===== src/rtl/cross_engine_arbiter.sv =====
// rtl/cross_engine_arbiter.sv - round-robin arbiter with bounded lock feeding a pipelined signed 2-D cross-product engine
//
// Purpose
//   Shares one cross-product engine between NREQ requesters. The grant is
//   round-robin from a pointer. A requester can hold the grant for up to
//   LOCK_MAX consecutive accepts by asserting req_lock. Each accepted op
//   {x0,y0,x1,y1,x2,y2} produces (x1-x0)*(y2-y0) - (x2-x0)*(y1-y0). The
//   result is tagged with its requester and appears after a fixed latency:
//   an op accepted at edge N is visible on the outputs after edge N+2.
//
// Ports
//   clk        rising-edge clock
//   reset      synchronous, active-low reset
//   req_valid  per-requester operand set pending
//   req_lock   per-requester request to keep the grant on the next cycle
//   req_op     per-requester {x0,y0,x1,y1,x2,y2}, x0 in MSBs, requester i at slice i
//   req_ready  one-hot grant; op accepted when valid & ready
//   rsp_valid  one-hot response tag
//   rsp_cross  signed cross product, 2*CW+3 bits
//   rsp_neg    sign of rsp_cross
//   busy       an op is in flight in stage 1 or stage 2
module cross_engine_arbiter #(
    parameter int NREQ     = 2,
    parameter int CW       = 10,
    parameter int LOCK_MAX = 6
) (
    input  logic                  clk,
    input  logic                  reset,
    input  logic [NREQ-1:0]       req_valid,
    input  logic [NREQ-1:0]       req_lock,
    input  logic [NREQ*6*CW-1:0]  req_op,
    output logic [NREQ-1:0]       req_ready,
    output logic [NREQ-1:0]       rsp_valid,
    output logic [2*CW+2:0]       rsp_cross,
    output logic                  rsp_neg,
    output logic                  busy
);
    localparam int TW   = (NREQ > 1) ? $clog2(NREQ) : 1;
    localparam int CNTW = $clog2(LOCK_MAX + 1);
    localparam int DW   = CW + 1;
    localparam int PW   = 2 * CW + 2;
    localparam int RW   = 2 * CW + 3;
    localparam int OPW  = 6 * CW;

    function automatic logic [TW-1:0] add_mod(input logic [TW-1:0] a, input int b);
        int s;
        s = int'(a) + b;
        if (s >= NREQ) begin
            s = s - NREQ;
        end
        return TW'(s);
    endfunction

    // Arbitration state
    logic [TW-1:0]   ptr_q, ptr_d;
    logic            lock_active_q, lock_active_d;
    logic [TW-1:0]   lock_owner_q, lock_owner_d;
    logic [CNTW-1:0] lock_cnt_q, lock_cnt_d;

    // Pipeline state
    logic                 s1_valid_q, s1_valid_d;
    logic [TW-1:0]        s1_tag_q, s1_tag_d;
    logic signed [DW-1:0] s1_dx1_q, s1_dx1_d;
    logic signed [DW-1:0] s1_dy2_q, s1_dy2_d;
    logic signed [DW-1:0] s1_dx2_q, s1_dx2_d;
    logic signed [DW-1:0] s1_dy1_q, s1_dy1_d;

    logic                 s2_valid_q, s2_valid_d;
    logic [TW-1:0]        s2_tag_q, s2_tag_d;
    logic signed [PW-1:0] s2_p1_q, s2_p1_d;
    logic signed [PW-1:0] s2_p2_q, s2_p2_d;

    logic                 out_valid_q, out_valid_d;
    logic [TW-1:0]        out_tag_q, out_tag_d;
    logic signed [RW-1:0] out_cross_q, out_cross_d;

    // Grant selection: depends only on valids, pointer and lock state
    logic          grant_any;
    logic [TW-1:0] grant_idx;
    logic [TW-1:0] cand;
    logic          accept;

    always_comb begin
        grant_any = 1'b0;
        grant_idx = '0;
        cand      = '0;
        if (lock_active_q && req_valid[lock_owner_q]) begin
            grant_any = 1'b1;
            grant_idx = lock_owner_q;
        end else begin
            for (int k = 0; k < NREQ; k++) begin
                cand = add_mod(ptr_q, k);
                if (!grant_any && req_valid[cand]) begin
                    grant_any = 1'b1;
                    grant_idx = cand;
                end
            end
        end
    end

    assign accept = reset && grant_any;

    always_comb begin
        req_ready = '0;
        if (accept) begin
            req_ready[grant_idx] = 1'b1;
        end
    end

    // Lock and pointer update. A lost valid on the owner releases the lock
    // first, so an accept by another requester in the same cycle is handled
    // as an ordinary unlocked accept (and may arm a new lock).
    logic lock_eff;

    always_comb begin
        ptr_d         = ptr_q;
        lock_active_d = lock_active_q;
        lock_owner_d  = lock_owner_q;
        lock_cnt_d    = lock_cnt_q;
        lock_eff      = lock_active_q;

        if (lock_active_q && !req_valid[lock_owner_q]) begin
            lock_active_d = 1'b0;
            lock_cnt_d    = '0;
            ptr_d         = add_mod(lock_owner_q, 1);
            lock_eff      = 1'b0;
        end

        if (accept) begin
            if (lock_eff) begin
                // Only the owner can be granted while the lock is effective.
                if (req_lock[grant_idx] && (int'(lock_cnt_q) + 1 < LOCK_MAX)) begin
                    lock_cnt_d = lock_cnt_q + CNTW'(1);
                end else begin
                    lock_active_d = 1'b0;
                    lock_cnt_d    = '0;
                    ptr_d         = add_mod(grant_idx, 1);
                end
            end else begin
                ptr_d = add_mod(grant_idx, 1);
                // First locked accept counts as one grant; a bound of 1
                // means the lock never survives past its own accept.
                if (req_lock[grant_idx] && (LOCK_MAX > 1)) begin
                    lock_active_d = 1'b1;
                    lock_owner_d  = grant_idx;
                    lock_cnt_d    = CNTW'(1);
                end
            end
        end
    end

    // Operand extraction for the granted requester
    logic [OPW-1:0]       op_sel;
    logic [CW-1:0]        x0, y0, x1, y1, x2, y2;
    logic signed [DW-1:0] dx1, dy2, dx2, dy1;

    assign op_sel = req_op[int'(grant_idx)*OPW +: OPW];
    assign x0     = op_sel[5*CW +: CW];
    assign y0     = op_sel[4*CW +: CW];
    assign x1     = op_sel[3*CW +: CW];
    assign y1     = op_sel[2*CW +: CW];
    assign x2     = op_sel[1*CW +: CW];
    assign y2     = op_sel[0*CW +: CW];

    // Zero-extend to CW+1 so the differences are exact signed values.
    assign dx1 = $signed({1'b0, x1}) - $signed({1'b0, x0});
    assign dy2 = $signed({1'b0, y2}) - $signed({1'b0, y0});
    assign dx2 = $signed({1'b0, x2}) - $signed({1'b0, x0});
    assign dy1 = $signed({1'b0, y1}) - $signed({1'b0, y0});

    // Datapath stages; data registers only load when their stage is valid.
    always_comb begin
        s1_valid_d = accept;
        s1_tag_d   = s1_tag_q;
        s1_dx1_d   = s1_dx1_q;
        s1_dy2_d   = s1_dy2_q;
        s1_dx2_d   = s1_dx2_q;
        s1_dy1_d   = s1_dy1_q;
        if (accept) begin
            s1_tag_d = grant_idx;
            s1_dx1_d = dx1;
            s1_dy2_d = dy2;
            s1_dx2_d = dx2;
            s1_dy1_d = dy1;
        end

        s2_valid_d = s1_valid_q;
        s2_tag_d   = s2_tag_q;
        s2_p1_d    = s2_p1_q;
        s2_p2_d    = s2_p2_q;
        if (s1_valid_q) begin
            s2_tag_d = s1_tag_q;
            s2_p1_d  = PW'(s1_dx1_q) * PW'(s1_dy2_q);
            s2_p2_d  = PW'(s1_dx2_q) * PW'(s1_dy1_q);
        end

        out_valid_d = s2_valid_q;
        out_tag_d   = out_tag_q;
        out_cross_d = out_cross_q;
        if (s2_valid_q) begin
            out_tag_d   = s2_tag_q;
            out_cross_d = RW'(s2_p1_q) - RW'(s2_p2_q);
        end
    end

    always_ff @(posedge clk) begin
        if (!reset) begin
            ptr_q         <= '0;
            lock_active_q <= 1'b0;
            lock_owner_q  <= '0;
            lock_cnt_q    <= '0;
            s1_valid_q    <= 1'b0;
            s1_tag_q      <= '0;
            s1_dx1_q      <= '0;
            s1_dy2_q      <= '0;
            s1_dx2_q      <= '0;
            s1_dy1_q      <= '0;
            s2_valid_q    <= 1'b0;
            s2_tag_q      <= '0;
            s2_p1_q       <= '0;
            s2_p2_q       <= '0;
            out_valid_q   <= 1'b0;
            out_tag_q     <= '0;
            out_cross_q   <= '0;
        end else begin
            ptr_q         <= ptr_d;
            lock_active_q <= lock_active_d;
            lock_owner_q  <= lock_owner_d;
            lock_cnt_q    <= lock_cnt_d;
            s1_valid_q    <= s1_valid_d;
            s1_tag_q      <= s1_tag_d;
            s1_dx1_q      <= s1_dx1_d;
            s1_dy2_q      <= s1_dy2_d;
            s1_dx2_q      <= s1_dx2_d;
            s1_dy1_q      <= s1_dy1_d;
            s2_valid_q    <= s2_valid_d;
            s2_tag_q      <= s2_tag_d;
            s2_p1_q       <= s2_p1_d;
            s2_p2_q       <= s2_p2_d;
            out_valid_q   <= out_valid_d;
            out_tag_q     <= out_tag_d;
            out_cross_q   <= out_cross_d;
        end
    end

    always_comb begin
        rsp_valid = '0;
        if (out_valid_q) begin
            rsp_valid[out_tag_q] = 1'b1;
        end
    end

    assign rsp_cross = out_cross_q;
    assign rsp_neg   = out_cross_q[RW-1];
    assign busy      = s1_valid_q | s2_valid_q;

endmodule


===== config.mk =====
export PLATFORM = sky130hd
export DESIGN_NAME = cross_engine_arbiter
export DESIGN_NICKNAME = d
export VERILOG_FILES = /design/src/rtl/cross_engine_arbiter.sv
export SDC_FILE = /design/constraint.sdc
export NUM_CORES = 1
export LEC_CHECK = 0
export ABC_CLOCK_PERIOD_IN_PS = 4700
export CAP_MARGIN = 30
export CORE_MARGIN = 4
export CORE_UTILIZATION = 55
export CTS_CLUSTER_DIAMETER = 120
export DETAILED_ROUTE_END_ITERATION = 8
export GPL_ROUTABILITY_DRIVEN = 1
export MAX_ROUTING_LAYER = met4
export PLACE_DENSITY = 0.79
export SLEW_MARGIN = 25
export SYNTH_ARGS = -nofsm -noshare
export SYNTH_HDL_FRONTEND = slang
export SYNTH_SLANG_ARGS = --single-unit
export TNS_END_PERCENT = 1

===== constraint.sdc =====
create_clock -name clk -period 4.7 [get_ports clk]
set_input_delay 0.705 -clock clk [delete_from_list [all_inputs] [get_ports clk]]
set_output_delay 0.705 -clock clk [all_outputs]
set_load 0.01 [all_outputs]

After elaboration in Yosys (flattened, before gate mapping)
Index checks and enable logic that the tools add are counted.
W data, S select, Z words.
{"block": "totals", "ff_bits": 123, "elab_cells": 100}
{"block": "op_classes", "n_lt_le_gt_ge": 12, "add_sub_neg": 14, "n_reduce_logical": 10, "bitwise_logic": 2, "n_mul": 3, "muxes": 41, "shifts": 1}
{"operator": "$shiftx A120 B8 Y60", "count": 1}
{"operator": "$mul A11 B11 Y22", "count": 2}
{"operator": "$sub A10 B10 Y11", "count": 4}
{"operator": "$mux W1", "count": 32}
{"operator": "$sub A22 B22 Y23", "count": 1}
{"operator": "$mux W3", "count": 5}
{"operator": "$lt A1 B2 Y1 const B", "count": 5}
{"operator": "$logic_and A1 B1 Y1", "count": 7}
{"operator": "$add A1 B1 Y2 const B", "count": 3}
{"operator": "$ge A2 B2 Y1 const B", "count": 3}
{"operator": "$mul A1 B4 Y5 const B", "count": 1}
{"operator": "$add A3 B1 Y4 const B", "count": 1}
{"operator": "$lt A4 B3 Y1 const B", "count": 1}
{"operator": "$mux W2", "count": 2}
{"operator": "$sub A1 B1 Y1 const B", "count": 4}
{"operator": "$add A3 B1 Y3 const B", "count": 1}
{"operator": "$reduce_and A3 Y1", "count": 1}
{"operator": "$demux W1 S1", "count": 2}
{"operator": "$ge A1 B1 Y1 const B", "count": 2}
{"operator": "$ge A1 B2 Y1 const B", "count": 1}
{"operator": "$logic_not A1 Y1", "count": 2}
{"operator": "$not A1 Y1", "count": 1}
{"operator": "$or A1 B1 Y1", "count": 1}

Depth between registers and ports, before layout
{"block": "depth", "depth_word": 18, "mapped_depth": 20, "ltp_nobuf": 19}

Worst setup path after synthesis
No wires, ideal clock.
{"block": "synth_path", "path_type": "reg2reg", "start": "register s1_dy2_q[3]", "end": "register s2_p1_q[18]", "setup_slack_ps": -399, "required_ps": 4609, "setup_ps": 91, "n_path_buf": 1, "synth_period_minus_slack_ps": 5099, "path_stages_with_launch": 18, "arrival_ps": 5008, "path_cell_list": "dfxtp_1 -> clkbuf_1 -> nand2_1 -> fa_1 -> inv_1 -> fa_1 -> fa_1 -> fa_1 -> inv_1 -> fa_1 -> inv_1 -> ha_1 -> or2_2 -> a21oi_1 -> nor2_1 -> a2111oi_2 -> o21ai_0 -> a311oi_1"}
{"block": "synth_via", "elab_chain_cells": 1}
{"item": "from (decl)", "line_no": "64", "source": "logic signed [DW-1:0] s1_dy2_q, s1_dy2_d;"}
{"item": "from (signal assigned)", "line_no": "233", "source": "s1_dy2_q <= s1_dy2_d;"}
{"item": "$mul A11 B11 Y22", "line_no": "193", "source": "s2_p1_d = PW'(s1_dx1_q) * PW'(s1_dy2_q);"}
{"item": "to (signal assigned)", "line_no": "238", "source": "s2_p1_q <= s2_p1_d;"}
{"item": "to (decl)", "line_no": "70", "source": "logic signed [PW-1:0] s2_p1_q, s2_p1_d;"}
Every way passes these cells.
A chain may end at the register's enable or synchronous reset.

Worst setup path after layout
{"block": "layout_path", "start": "register s1_dy2_q[5]", "end": "register s2_p1_q[18]"}
The elaborated chain is that of the path after synthesis.

==> impl_metrics.toml <==
[worst_setup_path]
cp-start-kind = "register"
worst-path-buf-inv = 4
worstPathMaxFanout = 6
end_kind = "register"
cp_data_arrival_time_ns = 5.25
crit_type = "reg2reg"
cpMaxStageDelayCell = "fa_1"
critPathRequiredTime_ns = 5.05
crit_family = "adder cells"
slowest_delay_ns = 0.55
crit_top_cell = "fa_1"
crit_chain = "and2_4 > fa_1 > inv_2 > fa_1 > inv_2 > fa_1 > fa_1 > inv_1 > fa_1 > inv_2 > ha_4 > a21oi_2 > o21bai_1 > a2111oi_2 > nor2_2 > a2111oi_4 > o21ai_1 > a311oi_1"

[clocking]
numCtsBuffers = 17
cts_tree = "built"
worst_skew_pair.late_latency_ns = 0.44
root_buffer = "clkbuf_16"
clock_sinks = 123
clk_pin_slew_ns = 0.07
cts_buffer_depth = 2
cts_hold_buf = 0
htree_levels = 4

[pwr]
clockPowerShare_pct = 14.1
seqPwrFrac_pct = 15.7
p_sw_share_pct = 45.0
p_switching_w = 0.00438
power_density_nw_per_um2 = 460
p_comb_share_pct = 70.2
vdd_drop_max_mv = 0.424
internal-power_w = 0.00535
p_leak_nw = 9.85

[grt]
grt_pass1_vias = 15232
overflow = 0
antenna_found_initial = 0
grt_use_total_pct = 27.5
grt_max_degree = 46
grt_pass1_wl_um = 73700

[final_layout]
mostFrequentLayoutCells = "360 x inv_1, 237 x fa_1, 204 x nand2_1"
layout_commonest_cell = "inv_1"
finalNetCount = 2784
fin_cells = 2671
area_growth_pct = 23.6
layout-drive-gt1-share_pct = 14.7
n_antenna_cell = 0

[yosys]
synthArstFlopShare_pct = 0
synth_xor_xnor_area_share_pct = 2.56
synth-compound-area-share_pct = 12.8
yosys.area_share.simple_pct = 15.9
synthMuxAreaShare_pct = 4.94
syn-cell-area_um2 = 17100
seq_area_frac_synth_pct = 14.4
mappedNetlistNets = 2523
synthCells = 2001
synth_ff_type = "dfxtp_1"
yosys.area_share.adder_pct = 39.4
synth_edf_count = 0
avgSynthCellArea_um2 = 8.55
ys_seq_elements = 123
synth_top_family_by_area = "adder cells"
synth_warnings = 0
ys_types = 63

[sta]
worst_pin_slew_ns = 0.920
skew_ns = 0.0110
hold_viol = 0
relSlewSlack_pct = 38.6
whs_ns = 0.466
finalSetupViolations = 14
layout_setup_ws_ns = -0.194
layout_min_cycle_time_ns = 4.89
slew_violations = 0
fmax_mhz = 204
rsz0062_at_grt = "true"
fin_crit_sh_pct = 104

[floorplanning]
die_w_um = 184
die_h_um = 184
initial_utilization_pct = 55.8
rows = 64
io_pins = 155
core_area_um2 = 30700
dieArea_um2 = 34000

[detailed_routing]
drt_iter0_markers = 970
vias_per_cell = 5.51
dr_total_vias = 14705
avgRoutedWirePerCell_um = 16.6
ant_nets = 0
wirelength_um = 44300
drt_pre_antenna_iters = 5
drc_errors = 0

[job]
cap_violations = 0

[place]
post-place-cells = 2631
port_buffers = 154
gp_congestion = 0.959
dp.final_hpwl_um = 36700

[worst_hold_path]
hp-class = "reg2reg"

[outcome]
violations = "setup timing"
status = "finished, violations left"
-- layout make-up --
class                   instances  area (µm²)
fillers                      2342        9520
repair buffers                326        2900
multi-input cells            1423       13200
inverters                     371        1390
clock inverters                13         166
flip-flops and latches        123        2550
well taps                     396         495
clock buffers                  19         443
-- cells by family after synthesis --
logic type / after synthesis
compound gates: 331
xor+xnor: 50
fa+ha+maj: 396
buf+inv: 455
flops: 123
mux: 80
simple gates: 566
-- synth_stat cells, types with 7 or more instances --
cell type  instances  area [µm²]
mux2_2            36         405
a211oi_1          21         158
inv_1            368        1380
buf_1              8        30.0
mux2i_1           44         440
fa_1             239        4780
nor2b_1           18         113
a21o_1            21         158
o31ai_1           17         128
nand2b_1          19         119
xnor2_1           33         289
or3_1             16         100
clkbuf_1          71         267
a32o_1            10         100
a21boi_0          16         120
and3_1            10        62.6
a21oi_1           68         340
a31oi_1           12        75.1
nand2_1          206         773
ha_1             157        1960
o211ai_1           9        67.6
xor2_1            17         149
nand3_1           31         155
and2_1           103         644
nor3_1            24         120
o21ai_0           90         450
dfxtp_1          123        2460
nor2_1           107         402
o21a_1            13        97.6
or2_2              8        50.1
o2111ai_1          7        61.3
-- metal layers --
layer	track usage (%)	vias up	wire [µm]
met5	-	-	0
met4	10.2	0	1650
met3	3.06	85	2420
met2	46.1	517	21700
met1	34.4	7107	18600
li1	-	6996	-
-- metrics by stage --
step	utilization, %	cell area (µm²)	TNS, ns	setup slack [ns]	total power (W)
5_1_grt	69.0	21200	-5.37	-0.385	0.0107
4_1_cts	68.4	21000	-0.843	-0.112	0.00950
3_3_place_gp	65.9	20200	-2.55	-0.223	0.00773
2_1_floorplan	-	17300	-0.00861	-0.00761	0.00574
3_5_place_dp	65.9	20200	-4.27	-0.345	0.00797
6_report	69.0	21200	-1.16	-0.194	0.00973
-- power by group through the flow --
stage	clock network [W]	registers [W]	logic, W
after global routing	0.00143	0.00155	0.00767
after CTS	0.00139	0.00152	0.00659
after detailed placement	0	0.00153	0.00644
after floorplan	0	0.00139	0.00435
final	0.00138	0.00153	0.00683
after global placement	0	0.00152	0.00621
-- state kept, by name, summed over array words and instances, names as in the netlist --
name and count:
out_valid_d 1, s2_p1_q 22, s1_valid_q 1, lock_cnt_q 3
s2_tag_q 1, s1_dy1_q 11, lock_active_q 1, ptr_q 1
lock_owner_q 1, rsp_cross 23, s2_p2_q 22, s1_dy2_q 11
out_tag_q 1, s1_dx2_q 11, s1_dx1_q 11, out_valid_q 1
s1_tag_q 1
-- path summary, 6_finish.rpt --
path	start	endpoint	slack [ns]	depth (start not counted)
max	s1_dy2_q[5]	s2_p1_q[18]	-0.19	18
min	rsp_cross[16]	rsp_cross[16]	0.47	2
max reg2reg	s1_dy2_q[5]	s2_p1_q[18]	-0.19	18
min reg2reg	rsp_cross[16]	rsp_cross[16]	0.47	2
-- worst register-to-register path: cells and delay by family, from the launching register on --
kind	cells	cell delay, ns
buffers and inverters	4	0.17
AO/OA/AOI/OAI	6	1.31
flip-flops	1	0.38
AND/OR/NAND/NOR	2	0.26
adder cells (fa/ha/maj)	6	2.71
-- repair_timing --
action,in CTS,in global routing
endpoints found under the setup margin,24,24
pin swaps,10,18
resized for setup,68,38
buffers inserted,0,8
(Power assumes the default switching activity.)
